<file path="config.mk">
export PLATFORM = sky130hd
export DESIGN_NAME = elevator_car_ctrl_flat
export DESIGN_NICKNAME = d
export VERILOG_FILES = /design/src/rtl/elevator_car_ctrl_if.sv /design/src/rtl/elevator_car_ctrl.sv /design/src/flat_wrapper.sv
export SDC_FILE = /design/constraint.sdc
export NUM_CORES = 1
export LEC_CHECK = 0
export BUFFER_PORTS_ARGS = -buffer_cell sky130_fd_sc_hd__buf_4
export CORE_ASPECT_RATIO = 0.7
export CORE_MARGIN = 1
export CORE_UTILIZATION = 25
export DETAILED_ROUTE_END_ITERATION = 12
export PLACE_DENSITY_LB_ADDON = 0.2
export SYNTH_ARGS = -nofsm -noshare
export SYNTH_HDL_FRONTEND = slang
export SYNTH_SLANG_ARGS = --single-unit
</file>
<file path="constraint.sdc">
create_clock -name clk -period 4.1 [get_ports clk]
set_input_delay 0.615 -clock clk [delete_from_list [all_inputs] [get_ports clk]]
set_output_delay 0.615 -clock clk [all_outputs]
set_load 0.005 [all_outputs]
</file>
<file path="src/rtl/elevator_car_ctrl_if.sv">
`timescale 1ns/1ps
`default_nettype none
// ============================================================================
// Module   : elevator_car_ctrl_if
// Purpose  : Bundle between the elevator car-motion controller and the
//            surrounding logic (call buttons, time base, display stage).
// Signals  : tick       - one-cycle slow timing enable
//            req[7:0]   - floor-call buttons, bit i = floor i
//            door_hold  - hold door open (only with ELEV_DOOR_HOLD_EN)
//            floor      - current car floor 0..7
//            countdown  - ticks left in the current MOVE/DOOR interval
//            status     - one-hot IDLE/UP/DOWN/DOOR
//            floor_btn  - pending-call lamps
// Modports : master - drives tick/req, observes car state
//            slave  - the controller
// Revision : 1.0 - initial release
// ============================================================================
interface elevator_car_ctrl_if;
   logic       tick;
   logic [7:0] req;
`ifdef ELEV_DOOR_HOLD_EN
   logic       door_hold;
`endif
   logic [2:0] floor;
   logic [2:0] countdown;
   logic [3:0] status;
   logic [7:0] floor_btn;

   modport master (
      output tick,
      output req,
`ifdef ELEV_DOOR_HOLD_EN
      output door_hold,
`endif
      input  floor,
      input  countdown,
      input  status,
      input  floor_btn
   );

   modport slave (
      input  tick,
      input  req,
`ifdef ELEV_DOOR_HOLD_EN
      input  door_hold,
`endif
      output floor,
      output countdown,
      output status,
      output floor_btn
   );
endinterface : elevator_car_ctrl_if
`default_nettype wire

</file>
<file path="src/rtl/elevator_car_ctrl.sv">
`timescale 1ns/1ps
`default_nettype none
// ============================================================================
// Module   : elevator_car_ctrl
// Purpose  : Car-motion controller for an 8-floor elevator. Latches floor
//            calls, runs a SCAN (collective) up/down policy, and times travel
//            and door intervals from a slow tick enable.
// Ports    : clk    - system clock
//            rst_n  - asynchronous active-low reset
//            bus    - elevator_car_ctrl_if.slave (tick, req, [door_hold],
//                     floor, countdown, status, floor_btn)
// Params   : TRAVEL_TICKS - ticks to travel one floor (1..7)
//            DOOR_TICKS   - ticks the door stays open (1..7)
// Options  : ELEV_DOOR_HOLD_EN - adds door_hold, which freezes the door
//            countdown while asserted in DOOR.
// Revision : 1.0 - initial release
// ============================================================================
module elevator_car_ctrl #(
   parameter int TRAVEL_TICKS = 3,
   parameter int DOOR_TICKS   = 4
) (
   input  wire logic          clk,
   input  wire logic          rst_n,
   elevator_car_ctrl_if.slave bus
);

   if (TRAVEL_TICKS < 1 || TRAVEL_TICKS > 7) begin : g_bad_travel_ticks
      $error("elevator_car_ctrl: TRAVEL_TICKS must be in 1..7");
   end
   if (DOOR_TICKS < 1 || DOOR_TICKS > 7) begin : g_bad_door_ticks
      $error("elevator_car_ctrl: DOOR_TICKS must be in 1..7");
   end

   // State encoding doubles as the one-hot status output.
   localparam logic [3:0] c_idle = 4'b0001;
   localparam logic [3:0] c_up   = 4'b0010;
   localparam logic [3:0] c_down = 4'b0100;
   localparam logic [3:0] c_door = 4'b1000;

   localparam logic [2:0] c_travel = 3'(TRAVEL_TICKS);
   localparam logic [2:0] c_door_t = 3'(DOOR_TICKS);

   // Bits strictly above / strictly below floor f.
   function automatic logic [7:0] above_mask(input logic [2:0] f);
      return 8'hFE << f;
   endfunction

   function automatic logic [7:0] below_mask(input logic [2:0] f);
      return ~(8'hFF << f);
   endfunction

   logic [3:0] r_state;
   logic [2:0] r_floor;
   logic [2:0] r_cnt;
   logic [7:0] r_pend;
   logic       r_dir_up;

   logic [3:0] w_state_nxt;
   logic [2:0] w_floor_nxt;
   logic [2:0] w_cnt_nxt;
   logic [7:0] w_pend_nxt;
   logic       w_dir_up_nxt;

   logic [7:0] w_floor_oh;
   logic [7:0] w_req_eff;
   logic [7:0] w_np;
   logic       w_here;
   logic       w_above;
   logic       w_below;
   logic [2:0] w_arr_floor;
   logic       w_arr_here;
   logic       w_arr_beyond;
   logic       w_hold;

`ifdef ELEV_DOOR_HOLD_EN
   assign w_hold = bus.door_hold;
`else
   assign w_hold = 1'b0;
`endif

   assign w_floor_oh = 8'b1 << r_floor;

   // A call for the floor whose door is open re-opens the door instead of
   // being latched as a pending request.
   assign w_req_eff  = (r_state == c_door) ? (bus.req & ~w_floor_oh) : bus.req;
   assign w_np       = r_pend | w_req_eff;

   assign w_here     = w_np[r_floor];
   assign w_above    = |(w_np & above_mask(r_floor));
   assign w_below    = |(w_np & below_mask(r_floor));

   // Floor reached on the arrival tick; only meaningful in UP/DOWN, where the
   // SCAN policy guarantees the car is never at the end it is moving toward.
   assign w_arr_floor  = (r_state == c_up) ? (r_floor + 3'd1) : (r_floor - 3'd1);
   assign w_arr_here   = w_np[w_arr_floor];
   assign w_arr_beyond = (r_state == c_up) ? |(w_np & above_mask(w_arr_floor))
                                           : |(w_np & below_mask(w_arr_floor));

   // State register
   always_ff @(posedge clk or negedge rst_n) begin
      if (!rst_n) begin
         r_state  <= c_idle;
         r_floor  <= 3'd0;
         r_cnt    <= 3'd0;
         r_pend   <= 8'h00;
         r_dir_up <= 1'b1;
      end else begin
         r_state  <= w_state_nxt;
         r_floor  <= w_floor_nxt;
         r_cnt    <= w_cnt_nxt;
         r_pend   <= w_pend_nxt;
         r_dir_up <= w_dir_up_nxt;
      end
   end

   // Next-state and datapath decisions
   always_comb begin
      w_state_nxt  = r_state;
      w_floor_nxt  = r_floor;
      w_cnt_nxt    = r_cnt;
      w_pend_nxt   = w_np;
      w_dir_up_nxt = r_dir_up;

      case (r_state)
         c_idle: begin
            if (w_here) begin
               w_state_nxt = c_door;
               w_cnt_nxt   = c_door_t;
               w_pend_nxt  = w_np & ~w_floor_oh;
            end else if (w_above && (r_dir_up || !w_below)) begin
               w_state_nxt  = c_up;
               w_dir_up_nxt = 1'b1;
               w_cnt_nxt    = c_travel;
            end else if (w_below) begin
               w_state_nxt  = c_down;
               w_dir_up_nxt = 1'b0;
               w_cnt_nxt    = c_travel;
            end
         end

         c_up, c_down: begin
            if (bus.tick) begin
               if (r_cnt > 3'd1) begin
                  w_cnt_nxt = r_cnt - 3'd1;
               end else begin
                  w_floor_nxt = w_arr_floor;
                  if (w_arr_here) begin
                     w_state_nxt = c_door;
                     w_cnt_nxt   = c_door_t;
                     w_pend_nxt  = w_np & ~(8'b1 << w_arr_floor);
                  end else if (w_arr_beyond) begin
                     w_cnt_nxt   = c_travel;
                  end else begin
                     w_state_nxt = c_idle;
                     w_cnt_nxt   = 3'd0;
                  end
               end
            end
         end

         c_door: begin
            // Re-open takes priority over the expiring tick.
            if (bus.req[r_floor]) begin
               w_cnt_nxt = c_door_t;
            end else if (bus.tick && !w_hold) begin
               if (r_cnt > 3'd1) begin
                  w_cnt_nxt = r_cnt - 3'd1;
               end else begin
                  w_state_nxt = c_idle;
                  w_cnt_nxt   = 3'd0;
               end
            end
         end

         default: begin
            w_state_nxt = c_idle;
            w_cnt_nxt   = 3'd0;
         end
      endcase
   end

   // Outputs come straight from registers
   always_comb begin
      bus.floor     = r_floor;
      bus.countdown = r_cnt;
      bus.status    = r_state;
      bus.floor_btn = r_pend;
   end

endmodule : elevator_car_ctrl
`default_nettype wire
</file>
<file path="src/flat_wrapper.sv">
// flat-port wrapper written by rule: the top's interface ports become plain ports
module elevator_car_ctrl_flat 
#(
   parameter int TRAVEL_TICKS = 3,
   parameter int DOOR_TICKS   = 4
)
  (clk, rst_n, bus_tick, bus_req, bus_floor, bus_countdown, bus_status, bus_floor_btn);
  elevator_car_ctrl_if bus_i ();
  input  wire logic clk;
  input  wire logic rst_n;
  input wire logic [$bits(bus_i.tick)-1:0] bus_tick;
  input wire logic [$bits(bus_i.req)-1:0] bus_req;
  output wire logic [$bits(bus_i.floor)-1:0] bus_floor;
  output wire logic [$bits(bus_i.countdown)-1:0] bus_countdown;
  output wire logic [$bits(bus_i.status)-1:0] bus_status;
  output wire logic [$bits(bus_i.floor_btn)-1:0] bus_floor_btn;
  assign bus_i.tick = bus_tick;
  assign bus_i.req = bus_req;
  assign bus_floor = bus_i.floor;
  assign bus_countdown = bus_i.countdown;
  assign bus_status = bus_i.status;
  assign bus_floor_btn = bus_i.floor_btn;
  elevator_car_ctrl #(.TRAVEL_TICKS(TRAVEL_TICKS), .DOOR_TICKS(DOOR_TICKS)) u_core (.clk(clk), .rst_n(rst_n), .bus(bus_i));
endmodule
</file>
==> impl_metrics.csv <==
group,metric,value,unit
timing,setup_violations,0,
detailed_routing,finalWirelength,6.498,mm
cts,cts.sinks,19,
synthesis,yosysSeqAreaShare,0.2449,
critical_path,reg2reg_slack,760,ps
cts,cts_hold_buf,0,
placement,portBuffers,28,
critical_path,crit_chain,"or4b_4, inv_1, fa_1, nor3_1, a21oi_1, mux4_2, a21o_1, nand2_2, a21oi_1, a2bb2oi_1",
critical_path,cpMostUsedCell,"a21oi_1",
timing,min_period_over_period,0.8149,
floorplan,die_x,107.6,um
detailed_routing,vias,1952,
critical_path,critPathRequiredTime,4240,ps
timing,finalCriticalPeriod,3341,ps
critical_path,critPathCapture,"u_core.bus.status[3]$_DFFE_PN0P_",
detailed_routing,ant_nets,0,
placement,placed_area,0.002245,mm^2
critical_path,crit_cells,10,
timing,skew,5.521,ps
timing,fmax,0.2993,GHz
run_status,status,"complete, no violations",
cts,cts-root-buf,"clkbuf_8",
flow_run,drv_cap,0,
cts,cts_buffers,3,
cts,clockBufferDepth,2,
critical_path,crit_family,"simple AND/OR/NAND/NOR gates",
critical_path,path_class,"reg -> reg",
detailed_routing,drc,0,
final_layout,drive_gt1_frac,0.1962,
synthesis,postSynth.asyncResetShare,1.000,
placement,place_hpwl,5.018,mm
detailed_routing,drt_iter0_markers,189,
cts,post_cts_buffers,0,
final_layout,fin_cells,358,
cts,path_clk_slew,70,ps
final_layout,fillerInstances,809,
timing,setup_tns,0,ps
timing,report.final.hold_viol_count,0,
floorplan,pin_count,29,
critical_path,path_buf_inv,1,
placement,gp_congestion,0.8875,
synthesis,ys_warn_count,0,
detailed_routing,vias_per_cell,5.453,
timing,slew_headroom,0.5293,
timing,drv_slew,0,
final_layout,antenna_cells,0,
floorplan,die_area,0.008170,mm^2
critical_path,startpoint,"u_core.bus.status[2]$_DFFE_PN0P_",
cts,cts_resized,0,
critical_path,crit_arrival,3480,ps
power_and_ir_drop,powerDensity,801.2,mW/mm^2
floorplan,rows,26,
synthesis,synth-main-ff-cell,"dfrtp_1",
critical_path,reg2reg_to,"u_core.bus.status[3]$_DFFE_PN0P_",
final_layout,final_common_cell,"buf_4",
cts,clk_latency,260,ps
placement,place_inst,354,
power_and_ir_drop,design_power_total,1.835,mW
final_layout,design_area,0.002290,mm^2
synthesis,synth.avg_cell_area,8.201,um^2
critical_path,critical-path-max-stage-delay,620,ps
floorplan,initial_core_util,0.2632,
grt,grt_max_degree,36,
cts,cts_max_level,1,
power_and_ir_drop,power_leakage,0.9357,nW
critical_path,cp_max_fo,11,
grt,grt-ovfl-total,0,
timing,fin_hold_ws,217.6,ps
grt,grt_usage,0.1655,
cts,tritoncts,"built",
detailed_routing,wl_per_cell,18.15,um
critical_path,start_kind,"register",
grt,grt_first_pass_wirelength,10.37,mm
synthesis,synth_area,0.001952,mm^2
critical_path,r2r-start,"u_core.bus.status[2]$_DFFE_PN0P_",
synthesis,syn_inst,238,
synthesis,syn_nets,258,
timing,rsz0062_at_grt,"no",
timing,worstMarginPinSlew,700.7,ps
power_and_ir_drop,ir_worst_vdd,326.4,uV
synthesis,synth_edf_count,0,
final_layout,layout_common_cells,"34 x buf_4, 25 x a21oi_1, 21 x nor2_1",
grt,antenna_found_initial,0,
min_path,hp-class,"in -> async",
detailed_routing,dr.pass1.iters,4,
synthesis,synth-seq-cells,19,
floorplan,core,0.007417,mm^2
critical_path,ff2ff_path_depth,10,
critical_path,critPathSlowestCell,"or4b_4",
critical_path,endpoint_kind,"register",
final_layout,areaGrowthSynthToFinish,17.31,%
synthesis,synth_cell_types,65,
grt,grt_pass1_vias,1791,
final_layout,num-nets-final,281,
floorplan,die_y,75.93,um
==> flip-flops by register name, summed over array words and instances, names as in the netlist <==
| name | count |
|---|---|
| u_core.bus.floor_btn | 8 |
| u_core.bus.status | 4 |
| u_core.bus.countdown | 3 |
| u_core.bus.floor | 3 |
| u_core.r_dir_up | 1 |
==> metrics by stage <==
step | setup slack, ps | utilization
floorplan | 618.9 | -
finish | 758.8 | 0.3087
global route | 598.8 | 0.3087
CTS | 774.5 | 0.3087
detailed placement | 794.1 | 0.3026
global placement | 855.6 | 0.3026
==> layout make-up <==
cell class	count	area, um^2	share of cell area
clock buffer	4	45.04	0.01967
inverter	13	48.80	0.02131
multi-input combinational	190	1340	0.5852
sequential	19	478.0	0.2087
tap	98	122.6	0.05355
timing repair buffer	34	255.2	0.1115
==> how the worst min path moves through the flow <==
stage                                start                                  end  depth (start not counted)
2_1_floorplan                        rst_n  u_core.bus.countdown[0]$_DFFE_PN0P_                          0
3_3_place_gp   u_core.r_dir_up$_DFFE_PN1P_          u_core.r_dir_up$_DFFE_PN1P_                          2
3_5_place_dp   u_core.r_dir_up$_DFFE_PN1P_          u_core.r_dir_up$_DFFE_PN1P_                          2
4_1_cts                              rst_n      u_core.bus.floor[0]$_DFFE_PN0P_                          1
5_1_grt                              rst_n  u_core.bus.countdown[2]$_DFFE_PN0P_                          1
6_report                             rst_n  u_core.bus.countdown[2]$_DFFE_PN0P_                          1
==> layer usage <==
| layer | vias up | track usage | wire length (um) |
|---|---|---|---|
| met3 | 7 | 0.03959 | 528 |
| met2 | 69 | 0.2038 | 2550 |
| li1 | 938 | - | - |
| met5 | - | 0 | 0 |
| met4 | 0 | 0.02740 | 46 |
| met1 | 938 | 0.2780 | 3373 |
==> cell families after synthesis <==
family | Yosys count | synth area share
DFF | 19 | 0.2449
AOI/OAI and AO/OA | 96 | 0.3308
and+or+nand+nor | 69 | 0.1878
xor gates and xnor gates | 5 | 0.03590
adders and majority gates | 9 | 0.06154
buffers and inverters | 29 | 0.06859
muxes | 11 | 0.07051
==> cell usage after synthesis (3+ instances only) <==
cell,number,share of area
a221oi_1,3,0.013
a311oi_1,4,0.018
buf_2,5,0.013
o31a_1,6,0.027
a21oi_1,25,0.064
nor2_1,21,0.040
ha_1,8,0.051
o21ai_1,4,0.010
inv_1,13,0.025
dfrtp_1,17,0.22
nand2_1,15,0.029
o21ai_0,15,0.038
mux2i_1,7,0.036
o211ai_1,4,0.015
a211oi_1,3,0.012
a31oi_1,8,0.026
clkbuf_1,6,0.012
nor2b_1,8,0.026
nor3_1,10,0.026
==> power by group <==
group          switching (mW)  internal, mW
Sequential              0.113         0.266
Clock                  0.0659        0.0693
Combinational           0.771         0.549
Note: power is estimated with default switching activity, not from simulation.
